===== config.mk =====
export PLATFORM = sky130hd
export DESIGN_NAME = d16_uart
export DESIGN_NICKNAME = d
export VERILOG_FILES = /design/src/rtl/d16_uart.sv
export SDC_FILE = /design/constraint.sdc
export NUM_CORES = 1
export LEC_CHECK = 0
export ABC_AREA = 1
export BUFFER_PORTS_ARGS = -buffer_cell sky130_fd_sc_hd__buf_2
export CAP_MARGIN = 20
export CORE_UTILIZATION = 45
export DETAILED_ROUTE_END_ITERATION = 10
export PLACE_DENSITY = 0.59
export SETUP_SLACK_MARGIN = 0.15
export SLEW_MARGIN = 10
export SYNTH_ARGS = -nofsm -noshare
export SYNTH_HDL_FRONTEND = slang
export SYNTH_SLANG_ARGS = --single-unit
export TNS_END_PERCENT = 30

===== constraint.sdc =====
create_clock -name i_clk -period 3.7 [get_ports i_clk]
set_input_delay 0.37 -clock i_clk [delete_from_list [all_inputs] [get_ports i_clk]]
set_output_delay 0.37 -clock i_clk [all_outputs]
set_load 0.01 [all_outputs]

===== src/rtl/d16_uart.sv =====
// d16_uart: memory-mapped 8N1 UART for the d16 CPU bus.
// Four word registers at BASE_ADDR: DATA, STATUS, CTRL, and a reserved word.
// TX side: 4-entry FIFO feeding a shifter. RX side: 2-flop synchronizer,
// sampling state machine, and a single-byte holding register.
//
// TX states
//   state    | meaning
//   TX_IDLE  | line high, waiting for the FIFO to hold a byte
//   TX_START | driving the start bit (0) for CLKDIV cycles
//   TX_DATA  | driving 8 data bits LSB first, CLKDIV cycles each
//   TX_STOP  | driving the stop bit (1); chains straight into START if more is queued
//
// RX states
//   state    | meaning
//   RX_IDLE  | waiting for a 1->0 edge on the synchronized line
//   RX_START | half a bit in; a high line here is a false start
//   RX_DATA  | sampling 8 data bits, one every CLKDIV cycles
//   RX_STOP  | sampling the stop bit; high delivers the byte, low drops it
module d16_uart #(
  parameter logic [15:0] BASE_ADDR = 16'hFF00,
  parameter logic [15:0] CLKDIV    = 16'd104
) (
  input  logic        i_clk,
  input  logic        i_reset,
  input  logic [15:0] i_wb_addr,
  input  logic        i_wb_cyc,
  input  logic        i_wb_we,
  input  logic [15:0] i_wb_dat,
  output logic [15:0] o_wb_dat,
  output logic        o_int,
  output logic        o_tx,
  input  logic        i_rx
);

  localparam logic [15:0] BIT_LAST  = CLKDIV - 16'd1;
  localparam logic [15:0] HALF_LAST = (CLKDIV >> 1) - 16'd1;

  typedef enum logic [1:0] {TX_IDLE, TX_START, TX_DATA, TX_STOP} tx_state_t;
  typedef enum logic [1:0] {RX_IDLE, RX_START, RX_DATA, RX_STOP} rx_state_t;

  // bus decode
  logic       sel, wr, rd;
  logic [1:0] off;
  logic       wr_data, rd_data, wr_status, wr_ctrl;
  logic       unused_dat;

  assign sel       = i_wb_cyc & (i_wb_addr[15:2] == BASE_ADDR[15:2]);
  assign wr        = sel & i_wb_we;
  assign rd        = sel & ~i_wb_we;
  assign off       = i_wb_addr[1:0];
  assign wr_data   = wr & (off == 2'd0);
  assign rd_data   = rd & (off == 2'd0);
  assign wr_status = wr & (off == 2'd1);
  assign wr_ctrl   = wr & (off == 2'd2);
  assign unused_dat = ^i_wb_dat[15:8];

  // TX FIFO
  logic [7:0] tx_mem [4];
  logic [1:0] tx_wptr, tx_rptr;
  logic [2:0] tx_count;
  logic       tx_full, tx_empty, tx_push, tx_pop;

  // TX shifter
  tx_state_t  tx_state, tx_state_nxt;
  logic [15:0] tx_cnt, tx_cnt_nxt;
  logic [2:0] tx_bit, tx_bit_nxt;
  logic [7:0] tx_shift, tx_shift_nxt;
  logic       tx_idle;

  // RX path
  logic       rx_s1, rx_s2, rx_prev, rx_fall;
  rx_state_t  rx_state, rx_state_nxt;
  logic [15:0] rx_cnt, rx_cnt_nxt;
  logic [2:0] rx_bit, rx_bit_nxt;
  logic [7:0] rx_shift, rx_shift_nxt;
  logic       rx_done;
  logic [7:0] rx_byte;
  logic       rx_valid, rx_overrun;

  logic [1:0] ctrl;

  assign tx_full  = (tx_count == 3'd4);
  assign tx_empty = (tx_count == 3'd0);
  // A pop in the same cycle frees a slot, so a push to a full FIFO still lands.
  assign tx_push  = wr_data & (~tx_full | tx_pop);
  assign tx_idle  = tx_empty & (tx_state == TX_IDLE);

  // FIFO storage; contents are don't-care until written, so no reset
  always_ff @(posedge i_clk) begin
    if (tx_push) tx_mem[tx_wptr] <= i_wb_dat[7:0];
  end

  // FIFO pointers and occupancy
  always_ff @(posedge i_clk) begin
    if (!i_reset) begin
      tx_wptr  <= 2'd0;
      tx_rptr  <= 2'd0;
      tx_count <= 3'd0;
    end else begin
      if (tx_push) tx_wptr <= tx_wptr + 2'd1;
      if (tx_pop)  tx_rptr <= tx_rptr + 2'd1;
      case ({tx_push, tx_pop})
        2'b10:   tx_count <= tx_count + 3'd1;
        2'b01:   tx_count <= tx_count - 3'd1;
        default: tx_count <= tx_count;
      endcase
    end
  end

  // TX state register and shifter datapath
  always_ff @(posedge i_clk) begin
    if (!i_reset) begin
      tx_state <= TX_IDLE;
      tx_cnt   <= 16'd0;
      tx_bit   <= 3'd0;
      tx_shift <= 8'd0;
    end else begin
      tx_state <= tx_state_nxt;
      tx_cnt   <= tx_cnt_nxt;
      tx_bit   <= tx_bit_nxt;
      tx_shift <= tx_shift_nxt;
    end
  end

  // TX next state: bit timing by down-counter, FIFO pop on frame start
  always_comb begin
    tx_state_nxt = tx_state;
    tx_cnt_nxt   = tx_cnt;
    tx_bit_nxt   = tx_bit;
    tx_shift_nxt = tx_shift;
    tx_pop       = 1'b0;
    case (tx_state)
      TX_IDLE: begin
        if (!tx_empty) begin
          tx_pop       = 1'b1;
          tx_state_nxt = TX_START;
          tx_cnt_nxt   = BIT_LAST;
          tx_shift_nxt = tx_mem[tx_rptr];
        end
      end
      TX_START: begin
        if (tx_cnt == 16'd0) begin
          tx_state_nxt = TX_DATA;
          tx_cnt_nxt   = BIT_LAST;
          tx_bit_nxt   = 3'd0;
        end else begin
          tx_cnt_nxt = tx_cnt - 16'd1;
        end
      end
      TX_DATA: begin
        if (tx_cnt == 16'd0) begin
          tx_cnt_nxt = BIT_LAST;
          if (tx_bit == 3'd7) begin
            tx_state_nxt = TX_STOP;
          end else begin
            tx_bit_nxt   = tx_bit + 3'd1;
            tx_shift_nxt = {1'b0, tx_shift[7:1]};
          end
        end else begin
          tx_cnt_nxt = tx_cnt - 16'd1;
        end
      end
      TX_STOP: begin
        if (tx_cnt == 16'd0) begin
          if (!tx_empty) begin
            tx_pop       = 1'b1;
            tx_state_nxt = TX_START;
            tx_cnt_nxt   = BIT_LAST;
            tx_shift_nxt = tx_mem[tx_rptr];
          end else begin
            tx_state_nxt = TX_IDLE;
          end
        end else begin
          tx_cnt_nxt = tx_cnt - 16'd1;
        end
      end
      default: tx_state_nxt = TX_IDLE;
    endcase
  end

  // serial line level decoded from the shifter state
  always_comb begin
    case (tx_state)
      TX_START: o_tx = 1'b0;
      TX_DATA:  o_tx = tx_shift[0];
      default:  o_tx = 1'b1;
    endcase
  end

  // RX line synchronizer plus one delayed copy for edge detection
  always_ff @(posedge i_clk) begin
    if (!i_reset) begin
      rx_s1   <= 1'b1;
      rx_s2   <= 1'b1;
      rx_prev <= 1'b1;
    end else begin
      rx_s1   <= i_rx;
      rx_s2   <= rx_s1;
      rx_prev <= rx_s2;
    end
  end

  assign rx_fall = rx_prev & ~rx_s2;

  // RX state register and sampling datapath
  always_ff @(posedge i_clk) begin
    if (!i_reset) begin
      rx_state <= RX_IDLE;
      rx_cnt   <= 16'd0;
      rx_bit   <= 3'd0;
      rx_shift <= 8'd0;
    end else begin
      rx_state <= rx_state_nxt;
      rx_cnt   <= rx_cnt_nxt;
      rx_bit   <= rx_bit_nxt;
      rx_shift <= rx_shift_nxt;
    end
  end

  // RX next state: half-bit start check, then full-bit sample spacing
  always_comb begin
    rx_state_nxt = rx_state;
    rx_cnt_nxt   = rx_cnt;
    rx_bit_nxt   = rx_bit;
    rx_shift_nxt = rx_shift;
    rx_done      = 1'b0;
    case (rx_state)
      RX_IDLE: begin
        if (rx_fall) begin
          rx_state_nxt = RX_START;
          rx_cnt_nxt   = HALF_LAST;
        end
      end
      RX_START: begin
        if (rx_cnt == 16'd0) begin
          if (rx_s2) begin
            rx_state_nxt = RX_IDLE;
          end else begin
            rx_state_nxt = RX_DATA;
            rx_cnt_nxt   = BIT_LAST;
            rx_bit_nxt   = 3'd0;
          end
        end else begin
          rx_cnt_nxt = rx_cnt - 16'd1;
        end
      end
      RX_DATA: begin
        if (rx_cnt == 16'd0) begin
          rx_shift_nxt = {rx_s2, rx_shift[7:1]};
          rx_cnt_nxt   = BIT_LAST;
          if (rx_bit == 3'd7) rx_state_nxt = RX_STOP;
          else                rx_bit_nxt   = rx_bit + 3'd1;
        end else begin
          rx_cnt_nxt = rx_cnt - 16'd1;
        end
      end
      RX_STOP: begin
        if (rx_cnt == 16'd0) begin
          rx_done      = rx_s2;
          rx_state_nxt = RX_IDLE;
        end else begin
          rx_cnt_nxt = rx_cnt - 16'd1;
        end
      end
      default: rx_state_nxt = RX_IDLE;
    endcase
  end

  // RX holding register and flags; a read landing with a new byte lets it through
  always_ff @(posedge i_clk) begin
    if (!i_reset) begin
      rx_byte    <= 8'd0;
      rx_valid   <= 1'b0;
      rx_overrun <= 1'b0;
    end else begin
      if (wr_status && i_wb_dat[3]) rx_overrun <= 1'b0;
      if (rx_done) begin
        if (rx_valid && !rd_data) begin
          rx_overrun <= 1'b1;
        end else begin
          rx_byte  <= rx_shift;
          rx_valid <= 1'b1;
        end
      end else if (rd_data) begin
        rx_valid <= 1'b0;
      end
    end
  end

  // control register
  always_ff @(posedge i_clk) begin
    if (!i_reset)     ctrl <= 2'b00;
    else if (wr_ctrl) ctrl <= i_wb_dat[1:0];
  end

  // registered interrupt request
  always_ff @(posedge i_clk) begin
    if (!i_reset) o_int <= 1'b0;
    else          o_int <= (rx_valid & ctrl[0]) | (tx_idle & ctrl[1]);
  end

  // combinational read mux
  always_comb begin
    o_wb_dat = 16'h0000;
    if (rd) begin
      case (off)
        2'd0:    o_wb_dat = {8'h00, rx_byte};
        2'd1:    o_wb_dat = {11'd0, tx_idle, rx_overrun, tx_empty, tx_full, rx_valid};
        2'd2:    o_wb_dat = {14'd0, ctrl};
        default: o_wb_dat = 16'h0000;
      endcase
    end
  end

endmodule

# After elaboration in Yosys (flattened, before gate mapping)
# Memories as Yosys holds them, arrays and structs flattened. A register that Yosys moved wholly into a read port is not among the register bits.
# Cells that the tools add are included.
dict set report totals {
  register_bits 81
  mem_bits_rw 32
  out_inout_bits 18
  word_cells 157
  memories 1
}
dict set report classes {
  add_sub_neg 8
  n_eq_ne 30
  mux 57
  bitwise 18
  n_reduce_logical 24
}
# name words width read_ports rd_ports_with_merged_regs wr line_no
set mem_list {}
lappend mem_list {tx_mem 4 8 1 1 1 58} ;# logic [7:0] tx_mem [4];
# op n
set ops {}
lappend ops {{$mux W16} 8}
lappend ops {{$pmux W16 S4} 1}
lappend ops {{$pmux W16 S3} 1}
lappend ops {{$pmux W8 S3} 2}
lappend ops {{$mux W8} 5}
lappend ops {{$logic_not A16 Y1} 2}
lappend ops {{$sub A16 B1 Y16 const B} 2}
lappend ops {{$ne A2 B2 Y1 const B} 15}
lappend ops {{$mux W2} 13}
lappend ops {{$mux W3} 7}
lappend ops {{$pmux W3 S2} 3}
lappend ops {{$pmux W2 S4} 2}
lappend ops {{$reduce_and A5 Y1} 3}
lappend ops {{$eq A14 B14 Y1 const B} 1}
lappend ops {{$mux W1} 13}
lappend ops {{$and A1 B1 Y1} 12}
lappend ops {{$eq A2 B2 Y1 const B} 6}
lappend ops {{$add A3 B1 Y3 const B} 3}
lappend ops {{$eq A3 B3 Y1 const B} 3}
lappend ops {{$eq A2 B1 Y1 const B} 4}
lappend ops {{$reduce_and A4 Y1} 2}
lappend ops {{$reduce_bool A2 Y1} 4}
lappend ops {{$logic_not A2 Y1} 3}
lappend ops {{$reduce_and A2 Y1} 3}
lappend ops {{12 further kinds} 19}

# Depth between registers and ports, before layout
dict set report logic_depth {
  depth_word 8
  mapped_depth 13
  mapped_depth_nobuf 13
}

# Least setup slack after synthesis
# Ideal clock, no wire load.
dict set report synth_path {
  path_kind {flip-flop to flip-flop}
  start {reg tx_cnt[0]}
  end {reg tx_count[2]}
  setup_time_ps 115
  t_arrival_ps 1925
  setup_slack_ps 1660
  stages_incl_launch_ff 13
  path_cell_list {dfxtp_1 > inv_1 > ha_1 > nand2_1 > nor2_2 > nand3_2 > a21oi_4 > nand2_2 > fa_1 > inv_1 > nand4_1 > a21oi_1 > nor2_1}
}
dict set report synth_between {
  elab_chain_cells 7
}
# element line_no
set synth_rtl {}
lappend synth_rtl {{start: declaration} 65} ;# logic [15:0] tx_cnt, tx_cnt_nxt;
lappend synth_rtl {{start signal: assignment} 119} ;# tx_cnt <= tx_cnt_nxt;
lappend synth_rtl {{$logic_not A16 Y1 (*)} 164} ;# if (tx_cnt == 16'd0) begin
lappend synth_rtl {{$mux W1 (*)} 164}
lappend synth_rtl {{$pmux W1 S2 (*)} 132} ;# case (tx_state)
lappend synth_rtl {{$or A1 B1 Y1} 85} ;# assign tx_push = wr_data & (~tx_full | tx_pop);
lappend synth_rtl {{$and A1 B1 Y1} 85}
lappend synth_rtl {{$eq A2 B1 Y1 / $eq A2 B2 Y1 (equally long branches)} 102} ;# case ({tx_push, tx_pop})
lappend synth_rtl {{$pmux W3 S2 / $reduce_bool A2 Y1 (equally long branches)} n/a}
lappend synth_rtl {{end signal: assignment} 103} ;# 2'b10: tx_count <= tx_count + 3'd1;
lappend synth_rtl {{end signal: assignment} 104} ;# 2'b01: tx_count <= tx_count - 3'd1;
lappend synth_rtl {{end signal: assignment} 105} ;# default: tx_count <= tx_count;
lappend synth_rtl {{end: declaration} 60} ;# logic [2:0] tx_count;
# Mark *: on every way between the ends. The rest lies on a longest branch, timed or not.
# A chain may end at the register's enable or synchronous reset.

# Final worst setup path
dict set report layout_path {
  start {reg tx_state[0]}
  end {mem tx_mem[0][1], enable pin}
}
dict set report layout_between {
  elab_chain_cells 6
}
# element line_no
set layout_rtl {}
lappend layout_rtl {{start: declaration} 64} ;# tx_state_t tx_state, tx_state_nxt;
lappend layout_rtl {{start signal: assignment} 118} ;# tx_state <= tx_state_nxt;
lappend layout_rtl {{$eq A2 B2 Y1 / $logic_not A2 Y1 (equally long branches)} 132}
lappend layout_rtl {{$pmux W1 S2 (*)} 132}
lappend layout_rtl {{$or A1 B1 Y1 (*)} 85}
lappend layout_rtl {{$and A1 B1 Y1 (*)} 85}
lappend layout_rtl {{$mux W1 (*)} 90} ;# if (tx_push) tx_mem[tx_wptr] <= i_wb_dat[7:0];
lappend layout_rtl {{$mux W1 (implied by the code) (*)} 90}
lappend layout_rtl {{end: declaration} 58}
# Marks and branches as above.

==> flow_summary.ini <==
[critical_path]
critPathLaunchType = flop
endpoint_kind = flop
r2r_slack_ns = 1.24
cp_data_required_time_ns = 3.74
reg2reg_to = tx_mem[0][1]
ff2ff_path_depth = 9
cp_max_fo = 8
cp.arrival_ns = 2.50
r2r-start = tx_state[0]
critPathKind = flop to flop

[clock_tree]
clk_pin_slew_worst_paths_ns = 0.06
cts_hold_buf = 0
insertion_delay_ns = 0.42
postCtsSetupBuffers = 0
cts_tree = built
cts_max_path_buffers = 2
h-tree-depth = 4
cts-root-buf = clkbuf_16
cts_sinks = 115
ctsResizeCount = 0
cts_buffers = 17

[power]
leakage_nw = 2.97
powerDensity_nw_per_um2 = 844
irDropWorstVdd_mv = 0.432

[timing]
fmax_mhz = 406
drv_slew = 0
finalCritPeriodShare_pct = 66.5
setup_viol = 0
tightestPinTransition_ns = 0.796
finalSetupTns_ns = 0
min_period_ns = 2.46
clock_skew_ns = 0.00935
rsz0062_at_grt = false
hold_violations = 0
relSlewSlack_pct = 46.7

[floorplan]
rows = 41
die_x_um = 118
ios = 55
initial_utilization_pct = 46.9
die_h_um = 118
core_um2 = 12800
fp.dieArea_um2 = 13800

[detailed_routing]
firstDrtPassIters = 4
drtIter0Drc = 293
detail_route.wl_per_cell_um = 12.8
final_antenna_net_count = 0
vias_per_cell = 5.00
num_vias = 5052
drt_wl_total_mm = 12.9
route.detailed.drc = 0

[synth]
synthCells = 783
yosys.area_share.xor_xnor_pct = 1.02
synth.top_cell.area_share_pct = 27.6
synth_cell_types = 52
synthMuxAreaShare_pct = 0
yosysSeqAreaShare_pct = 43.6
yosys.area_share.simple_pct = 27.1
avgSynthCellArea_um2 = 7.68
synth_fa_ha_area_share_pct = 4.50
synthTopCellsByArea = dfxtp_1 (28%), edfxtp_1 (16%), nor2_1 (8.3%), nand2_1 (8.2%), inv_1 (6.4%)
yosysWarnings = 0
synth_top_family_by_area = simple AND/OR/NAND/NOR gates
async_flop_share_pct = 0
synth_area_um2 = 6010
ys_seq_elements = 115
synthFlopType = dfxtp_1
synth-compound-area-share_pct = 14.5
synth_area_leader_cell = dfxtp_1
synth_enable_flop_cells = 32

[min_path]
min_path_cells = 2
min_to = rx_s1
holdCritPathClass = input port to flop
min_from = i_rx

[global_routing]
grt_busiest_layer = met2
use_met3_pct = 5.33
antenna_found_initial = 0
grt_max_degree = 33
grt.met2_usage_pct = 33.6
grtUsageMet1_pct = 24.5
gr-total-overflow = 0
first_global_vias = 4923
grt_pass1_wl_mm = 22.4
track_usage_pct = 20.1

[placement]
hpwlAfterDp_mm = 9.16
routabilityCongestion = 0.875
port_buffers = 38

[cells_and_area]
final_nets = 883
antennaDiodeCount = 0
final_common_cell = nor2_1
fin_util_pct = 54.0
syn_to_final_growth_pct = 15.2
final_cell_mix = nor2_1 (133), nand2_1 (132), inv_1 (102), dfxtp_1 (83), a21oi_1 (55)
drive_above_1_share_pct = 13.6

[run_status]
status = completed

[job]
maxCapViolations = 0
[layout make-up]
| type | count | area (um2) |
|---|---|---|
| well taps | 172 | 215 |
| inverters | 107 | 402 |
| fillers | 1219 | 5900 |
| multi-input cells | 544 | 2860 |
| clock inverters | 14 | 178 |
| repair buffers | 40 | 205 |
| flip-flops and latches | 115 | 2620 |
| clock buffers | 18 | 439 |
[Yosys cell counts (4+ instances only)]
master	instances
a211oi_1	4
a21oi_1	55
buf_2	4
buf_4	9
clkbuf_1	8
dfxtp_1	83
edfxtp_1	32
ha_1	20
inv_1	102
inv_2	4
nand2_1	132
nand2_2	9
nand3_1	38
nand4_1	10
nor2_1	133
nor2_2	9
nor2_4	4
nor3_1	10
o21a_1	8
o21ai_0	53
o32ai_1	7
xor2_1	5
[how the worst max path moves through the flow]
stage                      from           end  slack (ns)  depth (start not counted)
floorplan             tx_cnt[0]   tx_count[2]        1.66                         12
global placement    tx_state[0]  tx_mem[0][4]        1.28                          9
detailed placement  tx_state[0]  tx_mem[0][4]        1.23                          9
CTS                 tx_state[0]  tx_mem[0][1]        1.21                          9
global route        tx_state[0]  tx_mem[0][1]        1.02                          9
finish              tx_state[0]  tx_mem[0][1]        1.24                          9
[per-stage QoR]
stage,setup slack [ns],instance area (um2),hold WS (ns),instances,total power [W]
after floorplan,1.66,6040,0.393,790,0.00367
after global placement,1.28,6310,0.399,978,0.00410
after detailed placement,1.23,6310,0.413,978,0.00415
after CTS,1.21,6920,0.129,1010,0.00588
after global routing,1.02,6920,0.138,1010,0.00630
final,1.24,6920,0.144,1010,0.00584
[flip-flops by register name (all words and copies together) (netlist names), 2 cells and up, named ones only]
signal,cells
tx_cnt,16
rx_shift,8
tx_bit,3
tx_rptr,2
ctrl,2
tx_shift,8
rx_cnt,16
tx_state,2
rx_byte,8
tx_count,3
tx_mem,32
tx_wptr,2
rx_bit,3
[cell families after synthesis]
family,count (synthesis)
simple gates,362
compound gates,146
buf+inv,131
flops,115
fa+ha+maj,21
xor+xnor,7
other cells,1
[report_power, final]
group	internal (W)	switching [W]
combinational	0.000805	0.00164
clock	0.00108	0.000617
sequential	0.00151	0.000191
total	0.00339	0.00245
[worst max-delay path, cell delays in order, from the launching register on]
cell and delay, ns:
dfxtp_1 0.39, ha_1 0.29, inv_1 0.06, a21oi_1 0.22
nand3_2 0.15, nand2_1 0.08, nand2_1 0.10, nand3_2 0.09
nand2_2 0.09, nor2_1 0.62
[per-layer routing]
metal,up-vias,part of all wire (%),routed length (um)
met5,-,0,0
met4,0,1.7,214
met3,17,3.5,447
met2,69,49,6290
met1,2339,46,5940
li1,2627,-,-
Note: power is estimated with default switching activity, not from simulation.
